### src/rtl/serial_recv_if.sv
// serial_recv link bundle: captured bit pairs in,
// deserialized words and lock status out.
interface serial_recv_if;
  logic [1:0]  DIN;
  logic        RELOCK;
  logic [63:0] DOUT;
  logic        DOUT_VALID;
  logic        LOCKED;
  logic        SLIP;
  logic [7:0]  LOCK_FAILS;

  modport master (
    output DIN, RELOCK,
    input  DOUT, DOUT_VALID, LOCKED,
    input  SLIP, LOCK_FAILS
  );

  modport slave (
    input  DIN, RELOCK,
    output DOUT, DOUT_VALID, LOCKED,
    output SLIP, LOCK_FAILS
  );
endinterface

### src/rtl/serial_recv.sv
// serial_recv: 2-bit/cycle deserializer that hunts a sync
// word at either bit phase, verifies it, then emits 64-bit words.
module serial_recv #(
  parameter logic [63:0] SYNC_WORD = 64'hF0E1_D2C3_B4A5_9687,
  parameter int unsigned N_VERIFY  = 4
) (
  input  logic          CLKS,
  input  logic          RSTXS,
  serial_recv_if.slave  bus
);
  localparam int unsigned VW = $clog2(N_VERIFY + 1);

  typedef enum logic [1:0] {
    S_HUNT,
    S_VERIFY,
    S_LOCKED
  } state_e;

  state_e        state_q, state_d;
  logic [62:0]   hist_q, hist_d;
  logic [4:0]    phase_q, phase_d;
  logic [VW-1:0] vcnt_q, vcnt_d;
  logic          slip_q, slip_d;
  logic [7:0]    fails_q, fails_d;
  logic [63:0]   dout_q, dout_d;
  logic          valid_q, valid_d;

  // Only 65 history bits are ever observable: the odd
  // candidate reaches one bit past the even one.
  logic [64:0]   win;
  logic [63:0]   even_c, odd_c, sel_c;
  logic          even_hit, odd_hit, sel_hit;
  logic          boundary;
  logic [VW-1:0] vcnt_inc;

  assign win      = {hist_q, bus.DIN};
  assign even_c   = win[63:0];
  assign odd_c    = win[64:1];
  assign sel_c    = slip_q ? odd_c : even_c;
  assign even_hit = (even_c == SYNC_WORD);
  assign odd_hit  = (odd_c == SYNC_WORD);
  assign sel_hit  = (sel_c == SYNC_WORD);
  assign boundary = (phase_q == 5'd0);
  assign vcnt_inc = vcnt_q + VW'(1);

  // State and datapath registers
  always_ff @(posedge CLKS) begin
    if (!RSTXS) begin
      state_q <= S_HUNT;
      hist_q  <= '0;
      phase_q <= '0;
      vcnt_q  <= '0;
      slip_q  <= 1'b0;
      fails_q <= '0;
      dout_q  <= '0;
      valid_q <= 1'b0;
    end else begin
      state_q <= state_d;
      hist_q  <= hist_d;
      phase_q <= phase_d;
      vcnt_q  <= vcnt_d;
      slip_q  <= slip_d;
      fails_q <= fails_d;
      dout_q  <= dout_d;
      valid_q <= valid_d;
    end
  end

  // Next state: hunt both phases, verify at frame
  // boundaries, deliver words once locked
  always_comb begin
    state_d = state_q;
    hist_d  = win[62:0];
    phase_d = phase_q + 5'd1;
    vcnt_d  = vcnt_q;
    slip_d  = slip_q;
    fails_d = fails_q;
    dout_d  = dout_q;
    valid_d = 1'b0;
    if (bus.RELOCK) begin
      state_d = S_HUNT;
    end else begin
      unique case (state_q)
        S_HUNT: begin
          if (even_hit || odd_hit) begin
            slip_d  = !even_hit;
            phase_d = 5'd1;
            vcnt_d  = '0;
            state_d = S_VERIFY;
          end
        end
        S_VERIFY: begin
          if (boundary) begin
            if (sel_hit) begin
              vcnt_d = vcnt_inc;
              if (vcnt_inc == VW'(N_VERIFY)) begin
                state_d = S_LOCKED;
              end
            end else begin
              state_d = S_HUNT;
              vcnt_d  = '0;
              if (fails_q != 8'hFF) begin
                fails_d = fails_q + 8'd1;
              end
            end
          end
        end
        S_LOCKED: begin
          if (boundary) begin
            dout_d  = sel_c;
            valid_d = 1'b1;
          end
        end
        default: state_d = S_HUNT;
      endcase
    end
  end

  // Outputs straight from registers
  always_comb begin
    bus.DOUT       = dout_q;
    bus.DOUT_VALID = valid_q;
    bus.LOCKED     = (state_q == S_LOCKED);
    bus.SLIP       = slip_q;
    bus.LOCK_FAILS = fails_q;
  end
endmodule

### src/flat_wrapper.sv
// flat-port wrapper written by rule: the top's interface ports become plain ports
module serial_recv_flat 
#(
  parameter logic [63:0] SYNC_WORD = 64'hF0E1_D2C3_B4A5_9687,
  parameter int unsigned N_VERIFY  = 4
)
  (CLKS, RSTXS, bus_DIN, bus_RELOCK, bus_DOUT, bus_DOUT_VALID, bus_LOCKED, bus_SLIP, bus_LOCK_FAILS);
  serial_recv_if bus_i ();
  input  logic CLKS;
  input  logic RSTXS;
  input wire logic [$bits(bus_i.DIN)-1:0] bus_DIN;
  input wire logic [$bits(bus_i.RELOCK)-1:0] bus_RELOCK;
  output wire logic [$bits(bus_i.DOUT)-1:0] bus_DOUT;
  output wire logic [$bits(bus_i.DOUT_VALID)-1:0] bus_DOUT_VALID;
  output wire logic [$bits(bus_i.LOCKED)-1:0] bus_LOCKED;
  output wire logic [$bits(bus_i.SLIP)-1:0] bus_SLIP;
  output wire logic [$bits(bus_i.LOCK_FAILS)-1:0] bus_LOCK_FAILS;
  assign bus_i.DIN = bus_DIN;
  assign bus_i.RELOCK = bus_RELOCK;
  assign bus_DOUT = bus_i.DOUT;
  assign bus_DOUT_VALID = bus_i.DOUT_VALID;
  assign bus_LOCKED = bus_i.LOCKED;
  assign bus_SLIP = bus_i.SLIP;
  assign bus_LOCK_FAILS = bus_i.LOCK_FAILS;
  serial_recv #(.SYNC_WORD(SYNC_WORD), .N_VERIFY(N_VERIFY)) u_core (.CLKS(CLKS), .RSTXS(RSTXS), .bus(bus_i));
endmodule
### config.mk
export PLATFORM = sky130hd
export DESIGN_NAME = serial_recv_flat
export DESIGN_NICKNAME = d
export VERILOG_FILES = /design/src/rtl/serial_recv_if.sv /design/src/rtl/serial_recv.sv /design/src/flat_wrapper.sv
export SDC_FILE = /design/constraint.sdc
export NUM_CORES = 1
export LEC_CHECK = 0
export CAP_MARGIN = 20
export CORE_MARGIN = 2
export CORE_UTILIZATION = 34
export DETAILED_ROUTE_END_ITERATION = 7
export GPL_TIMING_DRIVEN = 0
export HOLD_SLACK_MARGIN = 0.12
export PLACE_DENSITY = 0.55
export SYNTH_ARGS = -nofsm -noshare
export SYNTH_HDL_FRONTEND = slang
export SYNTH_SLANG_ARGS = --single-unit
export TNS_END_PERCENT = 1
### constraint.sdc
create_clock -name CLKS -period 6.9 [get_ports CLKS]
set_clock_uncertainty 0.15 [all_clocks]
set_input_delay 1.035 -clock CLKS [delete_from_list [all_inputs] [get_ports CLKS]]
set_output_delay 1.035 -clock CLKS [all_outputs]
set_load 0.02 [all_outputs]
After elaboration in Yosys (flattened, before gate mapping)
Cells that the tools add are included.

Flip-flop bits (word level): 147. Bits of input ports: 5.

Add/sub/neg operators: 3. Eq/ne operators: 10. Mux-type cells: 14. Bitwise gates (word level): 4. Reductions and logical operators: 12.

Operator list (number): $eq A64 B64 Y1 const B (3); $mux W64 (1); $mux W5 (3); $mux W3 (3); $add A8 B1 Y8 const B (1); $mux W2 (4); $ne A8 B8 Y1 const B (1); $reduce_and A4 Y1 (2); $pmux W2 S3 (1); $pmux W3 S2 (1); $reduce_and A3 Y1 (2); $add A5 B1 Y5 const B (1); $logic_not A5 Y1 (1); $reduce_and A5 Y1 (1); $ne A2 B1 Y1 const B (2); $not A1 Y1 (4); $add A3 B1 Y3 const B (1); $eq A3 B3 Y1 const B (1); $ne A3 B3 Y1 const B (1); $reduce_or A3 Y1 (1); $eq A2 B1 Y1 const B (1); $eq A2 B2 Y1 const B (1); $logic_not A2 Y1 (1); $reduce_bool A2 Y1 (1); 4 further kinds (4).

Logic depth before layout (Yosys ltp)
Depth after elaboration: 6. Gate-level depth with buffers: 10. Gate-level depth less buffers: 9.

Worst setup path after synthesis
Ideal clock, no wire load.

Path type: input to register. Start: in bus_DIN[1]. End: reg u_core.fails_q[1] (netlist: u_core.bus.LOCK_FAILS[1]). Library setup time: 0.128 ns. Arrival: 2.284 ns. Data required time: 6.622 ns. Slack: 4.339 ns. Cell stages on the path: 8. Path buffers: 1. Cells stage by stage: inv_1 -> nor4_1 -> a22o_1 -> o2111ai_2 -> o21ai_2 -> buf_6 -> mux2i_1 -> nor2_1.

Cells in the longest elaborated chain, start to end: 4.

Ends and longest elaborated chain: start: declaration (RTL line flat_wrapper.sv:11) `input wire logic [$bits(bus_i.DIN)-1:0] bus_DIN;`; $mux W64 (RTL line serial_recv.sv:39) `assign sel_c = slip_q ? odd_c : even_c;`; $eq A64 B64 Y1 (RTL line serial_recv.sv:42) `assign sel_hit = (sel_c == SYNC_WORD);`; $not A1 Y1 (no source line); $reduce_and A5 Y1 (no source line); end signal: assignment (RTL line serial_recv.sv:63) `fails_q <= fails_d;`; end: declaration (RTL line serial_recv.sv:24) `logic [7:0] fails_q, fails_d;`.

No other way between the ends. A chain may end at the register's enable or synchronous reset.

Worst setup path in the final report
Start: in RSTXS. End: reg u_core.dout_q[54] (netlist: u_core.bus.DOUT[54]).

RTL lines: start: declaration (RTL line flat_wrapper.sv:10) `input logic RSTXS;`; end signal: assignment (RTL line serial_recv.sv:64) `dout_q <= dout_d;`; end: declaration (RTL line serial_recv.sv:25) `logic [63:0] dout_q, dout_d;`.

No word-level cell between the ends.

==> qor.yml <==
sta:
  whs_ns: 0.346
  timing.final.crit_period_ns: 3.15
  setup_ws_ns: 3.75
  finalCritPeriodShare_pct: 45.6
  finalMaxSlewViolations: 0
  worst_pin_slew_ns: 0.876
  tns_ns: 0
  rsz0062_at_grt: "false"
  max_freq_ghz: 0.318
  report.final.setup_viol: 0
  final_hold_viol_count: 0
  slew_headroom_pct: 41.6
synth:
  synth.most_common_cell: "dfxtp_1"
  synth_common_cells: "147 x dfxtp_1, 79 x nor2_1, 63 x a211oi_1, 63 x and2_1, 63 x mux2i_1"
  synth_nets: 611
  avgSynthCellArea_sq_um: 9.92
  seq_area_frac_synth_pct: 49.4
  yosysTopAreaCell: "dfxtp_1"
  netlist_area_sq_um: 5960
  ys_seq_elements: 147
  ys_warn_count: 0
  synth_ff_type: "dfxtp_1"
  synth_edf_count: 0
  ys_types: 59
  netlist_instances: 601
  synth.area.top_cells: "dfxtp_1 49%, mux2i_1 11%, a211oi_1 7.9%"
  synth_top_area_share_pct: 49.4
  ys_async_sr_fraction_pct: 0
worst_setup_path:
  cp-start-kind: "input port"
  path_max_fanout: 10
  worstSetupEndpointType: "register"
  crit_buf_inv: 4
  cp.arrival_ns: 3.26
  critPathMaxStageDelay_ns: 0.66
  slowest_stage: "clkdlybuf4s50_1"
  worst_ep_required_time_ns: 7.01
  crit_type: "input port to register"
  critical_path.most_common_cell: "clkbuf_1"
  crit_family: "buffers and inverters"
  crit_chain: "clkdlybuf4s50_1 -> inv_1 -> clkbuf_1 -> clkbuf_1 -> a211oi_1"
floorplan:
  die_h_um: 136
  die_w_um: 136
  num_rows: 48
  io_pins: 80
  core_sq_um: 17200
  dieArea_sq_um: 18600
  initial_core_util_pct: 34.6
status:
  status: "finished clean"
final_layout:
  post-route-util_pct: 44.0
  area_growth_pct: 27.3
  drive_above_1_share_pct: 7.32
  insertedDiodeCount: 0
  nNetsFinal: 709
clock_tree:
  postCtsHoldBufs: 0
  cts_tree: "yes"
  cts-resized-gates: 0
  clk_pin_slew_ns: 0.06
  cts_buffer_depth: 2
  worstSkewPairLatency_ns: 0.42
  numCtsBuffers: 17
  htreeDepth: 4
  cts_setup_buffers: 0
  ctsRootBufferMaster: "clkbuf_16"
  cts_sinks: 147
global_routing:
  track_usage_pct: 18.7
  grt_pass1_vias: 4793
  grt_overflow_total: 0
  met3_usage_pct: 4.36
  antenna_found_initial: 0
  grt_pass1_wl_um: 26100
  use_met1_pct: 24.0
  grt_use_met2_pct: 30.6
  grt-busiest-layer: "met2"
  grt_start_max_net_pins: 17
routing:
  vias: 4741
  vias_per_cell: 5.07
  wirelength_um: 16800
  drc: 0
  drtAntennaViolNets: 0
  first_pass_iters: 4
  wl_per_cell_um: 17.9
  drt_iter0_drc: 164
power_and_ir_drop:
  p_leak_uw: 0.00240
  vdd_ir_drop_max_v: 0.000162
  power.density_nw_per_um2: 233
placed_design:
  port_buffers: 79
  hpwl_um: 12700
  finalWeightedCongestion: 0.870
  pre_cts_ws_ns: 3.27
run:
  cap_violations: 0
hold_path:
  hold_class: "register to register"
## cell type report
| type | count | area [sq um] |
|---|---|---|
| buffer | 39 | 165 |
| clock buffer | 19 | 443 |
| clock inverter | 11 | 114 |
| fill | 1636 | 9650 |
| inverter | 8 | 30.0 |
| multi-input combinational | 407 | 2820 |
| sequential | 147 | 2940 |
| tap | 225 | 282 |
| timing repair buffer | 79 | 791 |
## layout by cell type (no fill, tap or decap), drive strengths merged, types with 10 or more instances in the layout
master,Yosys,routed
mux2i,63,63
dfxtp,147,147
clkbuf,24,43
a211oi,63,63
clkdlybuf4s50,0,79
nor4,10,10
nor2,79,79
buf,15,15
nand2,10,10
nand3,16,16
and2,63,63
## layer usage
layer | routed length (um) | share of wire, % | up-vias
met5 | 0 | 0 | -
met4 | 367 | 2.2 | 0
met3 | 604 | 3.6 | 23
met2 | 7830 | 47 | 92
met1 | 7970 | 48 | 2269
li1 | - | - | 2357
## tightest hold or removal path, cell delays in order, from the launching register on
cell and delay [ns]:
dfxtp_1 0.30, nor2_1 0.09, a211oi_1 0.05
## logic make-up (layout without fill, tap and decap cells)
logic type | Yosys count | after routing | share of synthesized area [%]
and+or+nand+nor | 236 | 236 | 22.6
DFF | 147 | 147 | 49.4
AOI/OAI and AO/OA | 97 | 97 | 12.2
muxes | 64 | 64 | 10.8
buffers and inverters | 47 | 156 | 3.28
adders and majority gates | 5 | 5 | 1.05
xor gates and xnor gates | 5 | 5 | 0.735
## power by group
group | internal (uW) | switching (uW)
registers | 852 | 4.22
clock network | 533 | 346
logic | 9.61 | 22.1
total | 1400 | 372
## stage by stage
step / cell area [sq um] / std cells / total power, uW
detailed placement: 7030 / 905 / 907
global placement: 7030 / 905 / 906
CTS: 7590 / 935 / 1780
finish: 7590 / 935 / 1770
global route: 7590 / 935 / 1820
floorplan: 5960 / 601 / 892
## state kept, by name, indices dropped and copies added (netlist names)
name                   count
u_core.bus.DOUT           64
u_core.hist_q             63
u_core.phase_q             5
u_core.bus.LOCK_FAILS      8
u_core.bus.DOUT_VALID      1
u_core.state_q             2
u_core.bus.SLIP            1
u_core.vcnt_q              3
## path summary, 6_finish.rpt
| kind | startpoint | end | slack, ns | cells after the start |
|---|---|---|---|---|
| max | RSTXS | u_core.bus.DOUT[54]$_SDFFE_PN0P_ | 3.75 | 5 |
| min | u_core.bus.DOUT[46]$_SDFFE_PN0P_ | u_core.bus.DOUT[46]$_SDFFE_PN0P_ | 0.35 | 2 |
| max reg2reg | u_core.phase_q[0]$_SDFF_PN0_ | u_core.bus.DOUT[34]$_SDFFE_PN0P_ | 4.03 | 8 |
| min reg2reg | u_core.bus.DOUT[46]$_SDFFE_PN0P_ | u_core.bus.DOUT[46]$_SDFFE_PN0P_ | 0.35 | 2 |
No activity file was read; power rests on OpenSTA's default activity.
